File: config.mk
export PLATFORM = sky130hd
export DESIGN_NAME = pipe_stage_chain
export DESIGN_NICKNAME = d
export VERILOG_FILES = /design/src/rtl/pipe_pkg.sv /design/src/rtl/pipe_stage.sv /design/src/rtl/pipe_stage_chain.sv
export SDC_FILE = /design/constraint.sdc
export NUM_CORES = 1
export LEC_CHECK = 0
export ABC_CLOCK_PERIOD_IN_PS = 4600
export CAP_MARGIN = 20
export CORE_ASPECT_RATIO = 1.75
export CORE_MARGIN = 5
export CORE_UTILIZATION = 51
export DETAILED_ROUTE_END_ITERATION = 8
export HOLD_SLACK_MARGIN = 0.05
export PLACE_DENSITY = 0.84
export SKIP_LAST_GASP = 1
export SYNTH_ARGS = -nofsm -noshare
export SYNTH_HDL_FRONTEND = slang
export SYNTH_SLANG_ARGS = --single-unit
File: constraint.sdc
create_clock -name clk -period 4.6 [get_ports clk]
set_input_delay 0.46 -clock clk [delete_from_list [all_inputs] [get_ports clk]]
set_output_delay 0.46 -clock clk [all_outputs]
set_load 0.05 [all_outputs]
File: src/rtl/pipe_pkg.sv
// Shared defaults and helpers for the stallable pipeline chain (pipe_stage_chain).
// The occupancy-width helper sizes the optional PIPE_OCC_EN counter in the RTL and the bench.
package pipe_pkg;

  localparam int PIPE_DEF_WIDTH = 32;
  localparam int PIPE_DEF_DEPTH = 2;

  function automatic int occ_w(input int depth);
    return $clog2(depth + 1);
  endfunction

endpackage

File: src/rtl/pipe_stage.sv
// One valid/data register pair: 1-cycle latency.
// Backpressure: holds its beat while full and downstream is not ready; flush beats any load.
module pipe_stage #(
  parameter int WIDTH = 32
) (
  input  logic             clk,
  input  logic             rst,
  input  logic             flush_i,
  input  logic             up_vld_i,
  input  logic [WIDTH-1:0] up_dat_i,
  input  logic             dn_rdy_i,
  output logic             rdy_o,
  output logic             vld_o,
  output logic [WIDTH-1:0] dat_o
);

  logic             vld_q, vld_d;
  logic [WIDTH-1:0] dat_q, dat_d;

  // An empty stage always accepts, which is what collapses bubbles.
  assign rdy_o = !vld_q || dn_rdy_i;

  always_comb begin
    vld_d = vld_q;
    dat_d = dat_q;
    if (flush_i) begin
      vld_d = 1'b0;
    end else if (rdy_o) begin
      vld_d = up_vld_i;
      if (up_vld_i) dat_d = up_dat_i;
    end
  end

  always_ff @(posedge clk or posedge rst) begin
    if (rst) begin
      vld_q <= 1'b0;
      dat_q <= '0;
    end else begin
      vld_q <= vld_d;
      dat_q <= dat_d;
    end
  end

  assign vld_o = vld_q;
  assign dat_o = dat_q;

endmodule

File: src/rtl/pipe_stage_chain.sv
// DEPTH-stage valid/ready register chain, DEPTH cycles latency, holds DEPTH beats under backpressure.
// Optional occupancy counter and occ port exist only when PIPE_OCC_EN is defined.
module pipe_stage_chain
  import pipe_pkg::*;
#(
  parameter int WIDTH = PIPE_DEF_WIDTH,
  parameter int DEPTH = PIPE_DEF_DEPTH
) (
  input  logic             clk,
  input  logic             rst,
  input  logic             flush,
  input  logic             in_valid,
  input  logic [WIDTH-1:0] in_data,
  output logic             in_ready,
  output logic             out_valid,
  output logic [WIDTH-1:0] out_data,
  input  logic             out_ready
`ifdef PIPE_OCC_EN
  ,
  output logic [occ_w(DEPTH)-1:0] occ
`endif
);

  logic [DEPTH:0]   rdy;
  logic [DEPTH-1:0] vld;
  logic [WIDTH-1:0] dat [DEPTH];

  assign rdy[DEPTH] = out_ready;

  for (genvar i = 0; i < DEPTH; i++) begin : g_stage
    logic             up_vld;
    logic [WIDTH-1:0] up_dat;

    if (i == 0) begin : g_head
      assign up_vld = in_valid;
      assign up_dat = in_data;
    end else begin : g_body
      assign up_vld = vld[i-1];
      assign up_dat = dat[i-1];
    end

    pipe_stage #(.WIDTH(WIDTH)) u_stage (
      .clk      (clk),
      .rst      (rst),
      .flush_i  (flush),
      .up_vld_i (up_vld),
      .up_dat_i (up_dat),
      .dn_rdy_i (rdy[i+1]),
      .rdy_o    (rdy[i]),
      .vld_o    (vld[i]),
      .dat_o    (dat[i])
    );
  end

  // Masking both handshakes with flush keeps any beat from completing in the flush cycle.
  assign in_ready  = rdy[0] && !flush;
  assign out_valid = vld[DEPTH-1] && !flush;
  assign out_data  = dat[DEPTH-1];

`ifdef PIPE_OCC_EN
  localparam int OCC_W = occ_w(DEPTH);

  logic [OCC_W-1:0] occ_q, occ_d;
  logic             in_xfer, out_xfer;

  assign in_xfer  = in_valid && in_ready;
  assign out_xfer = out_valid && out_ready;

  always_comb begin
    occ_d = occ_q;
    if (flush)                     occ_d = '0;
    else if (in_xfer && !out_xfer) occ_d = occ_q + OCC_W'(1);
    else if (out_xfer && !in_xfer) occ_d = occ_q - OCC_W'(1);
  end

  always_ff @(posedge clk or posedge rst) begin
    if (rst) occ_q <= '0;
    else     occ_q <= occ_d;
  end

  assign occ = occ_q;
`endif

endmodule

==> flow_summary.json <==
{
  "slew_viol_final": 0,
  "cts_setup_buffers": 0,
  "maxCapViolCount": 0,
  "boundaryPins": 71,
  "area_growth_pct": 38.9,
  "syn_inst": 148,
  "ant_nets": 0,
  "globalRouteOverflowTotal": 0,
  "start_util_pct": 52.2,
  "grt_pass1_wl_mm": 8.32,
  "cts_num_sinks": 66,
  "synthAdderAreaFrac_pct": 0,
  "combPwrFrac_pct": 33.4,
  "dp.cells": 268,
  "setup_viol": 0,
  "p_sw_mw": 0.705,
  "ys_ff_latch": 66,
  "diodes": 0,
  "power_density_nw_per_um2": 594,
  "yosys-mux-area-fraction_pct": 32.1,
  "design.core.area_sq_um": 4980,
  "root_buffer": "clkbuf_8",
  "wl_per_cell_um": 17.3,
  "first_global_vias": 1714,
  "clockBufferDepth": 2,
  "die_y_um": 104,
  "critical_path_peak_fanout": 3,
  "endpoint_kind": "output port",
  "nNetsFinal": 262,
  "synth_area_sq_um": 2600,
  "final-hold-violation-count": 0,
  "fin_crit_sh_pct": 53.6,
  "gp_congestion": 0.683,
  "die_w_um": 64.0,
  "rsz0062_at_grt": "false",
  "crit_arrival_ps": 2010,
  "grt_usage_pct": 16.1,
  "clk_transition_reported_paths_ps": 70,
  "p_leak_nw": 1.65,
  "ys_warn_count": 0,
  "fin_ws_ps": 2130,
  "hold_class": "flop to flop",
  "route.vias.total": 1437,
  "cts_tree": "built",
  "dieArea_sq_um": 6680,
  "skew_ps": 8.49,
  "wirelength_mm": 4.91,
  "start_kind": "primary input",
  "grt_max_degree": 35,
  "drive_gt1_share_pct": 37.0,
  "fin_cells": 284,
  "crit_type": "primary input to output port",
  "io_buffer_count": 70,
  "firstDrtPassIters": 3,
  "vdd_drop_max_v": 0.000435,
  "drc": 0,
  "synth_nets": 185,
  "cts_buffers": 9,
  "synth_cell_types": 13,
  "htreeDepth": 3,
  "clkPwrFrac_pct": 30.2,
  "holdWs_ps": 505,
  "synth-xor-area-share_pct": 0,
  "tns_ps": 0,
  "relSlewSlack_pct": 56.8,
  "max_freq_ghz": 0.406,
  "swShare_pct": 32.8,
  "drtIter0Drc": 45,
  "cts_hold_repair.buffers": 0,
  "min_period_ps": 2470,
  "worst_ep_required_time_ps": 4140,
  "ys_seq_area_share_pct": 63.5,
  "syn_area_per_cell_sq_um": 17.6,
  "post_cts_resized": 0,
  "clkLatencyLatePin_ps": 330,
  "synth_top_family_by_area": "multiplexers",
  "pre_cts_ws_ps": 2130,
  "synth-compound-area-share_pct": 0.192,
  "fin_util_pct": 72.6,
  "placementRows": 34,
  "antenna_found_initial": 0,
  "pwr-share-seq_pct": 36.4,
  "intPower_mw": 1.44,
  "yosys.area_share.simple_pct": 1.88,
  "nFillCells": 339,
  "via_per_inst": 5.06,
  "status": "finished, final reports clean",
  "dp_hpwl_mm": 3.32,
  "tightest_slew_ps": 646
}
[synth_stat cells, drive strengths merged]
master / count / share of area (%)
nor2b: 1 / 0.24
nand2b: 1 / 0.24
and3b: 1 / 0.34
mux2: 64 / 32
buf: 7 / 2.1
dfrtp: 66 / 64
inv: 2 / 0.29
a21oi: 1 / 0.19
nand3b: 1 / 0.29
or3b: 1 / 0.34
nor2: 3 / 0.43
[cell usage in the layout (no fill, tap or decap), drive strengths merged]
cell	synthesis	layout
mux2	64	64
nor2	3	3
nand3b	1	1
clkdlybuf4s50	0	70
clkbuf	0	10
nand2b	1	1
clkinv	0	2
and3b	1	1
a21oi	1	1
bufinv	0	4
buf	7	3
nor2b	1	1
dfrtp	66	66
inv	2	2
or3b	1	1
[through the flow]
step,total power [mW],cell area [sq um]
floorplan,1.26,2600
global placement,1.50,3340
detailed placement,1.51,3340
CTS,2.17,3610
global route,2.24,3610
finish,2.15,3610
[routing by layer]
metal  GRT usage (%)  share of wire (%)  up-vias
met4            6.24               0.59        0
li1                -                  -      670
met3            5.51                6.4        2
met1            20.1                 42      708
met5               0                  0        -
met2            25.5                 51       57
[path summary, 6_finish.rpt]
| check | start | end | slack (ps) | cells after the start |
|---|---|---|---|---|
| min | g_stage[0].u_stage.dat_o[12] | g_stage[1].u_stage.dat_o[12] | 500 | 1 |
| max reg2reg | g_stage[0].u_stage.vld_o | g_stage[0].u_stage.dat_o[14] | 2730 | 4 |
| max in group asynchronous | rst | g_stage[0].u_stage.dat_o[12] | 3170 | 3 |
| min in group asynchronous | rst | g_stage[0].u_stage.dat_o[4] | 540 | 2 |
| max | out_ready | in_ready | 2130 | 4 |
| min reg2reg | g_stage[0].u_stage.dat_o[12] | g_stage[1].u_stage.dat_o[12] | 500 | 1 |
[cells by family after synthesis]
| family | count (synthesis) |
|---|---|
| flip-flops | 66 |
| multiplexers | 64 |
| buffers and inverters | 9 |
| AND/OR/NAND/NOR | 8 |
| AO/OA/AOI/OAI | 1 |
[worst max-delay path: stages]
cell	delay [ps]
clkdlybuf4s50_1	460
and3b_1	190
nor2_1	90
clkdlybuf4s50_1	800
[area by class of cell]
cell class,instances,area (sq um),share of cell area (%)
sequential,66,1650,45.7
multi-input combinational,73,887,24.6
inverter,2,7.51,0.208
tap,54,67.6,1.87
clock buffer,10,138,3.81
clock inverter,6,138,3.81
timing repair buffer,73,723,20.0
[state kept, by name, summed over array words and instances (netlist names)]
signal,cells
g_stage.u_stage.dat_o,64
g_stage.u_stage.vld_o,2
[power by group through the flow]
stage	Clock, mW	Sequential, mW	Combinational [mW]
floorplan	0	1.09	0.172
global placement	0	0.786	0.714
detailed placement	0	0.791	0.723
CTS	0.665	0.783	0.725
global route	0.692	0.802	0.747
finish	0.649	0.781	0.716
Note: power is estimated with default switching activity, not from simulation.
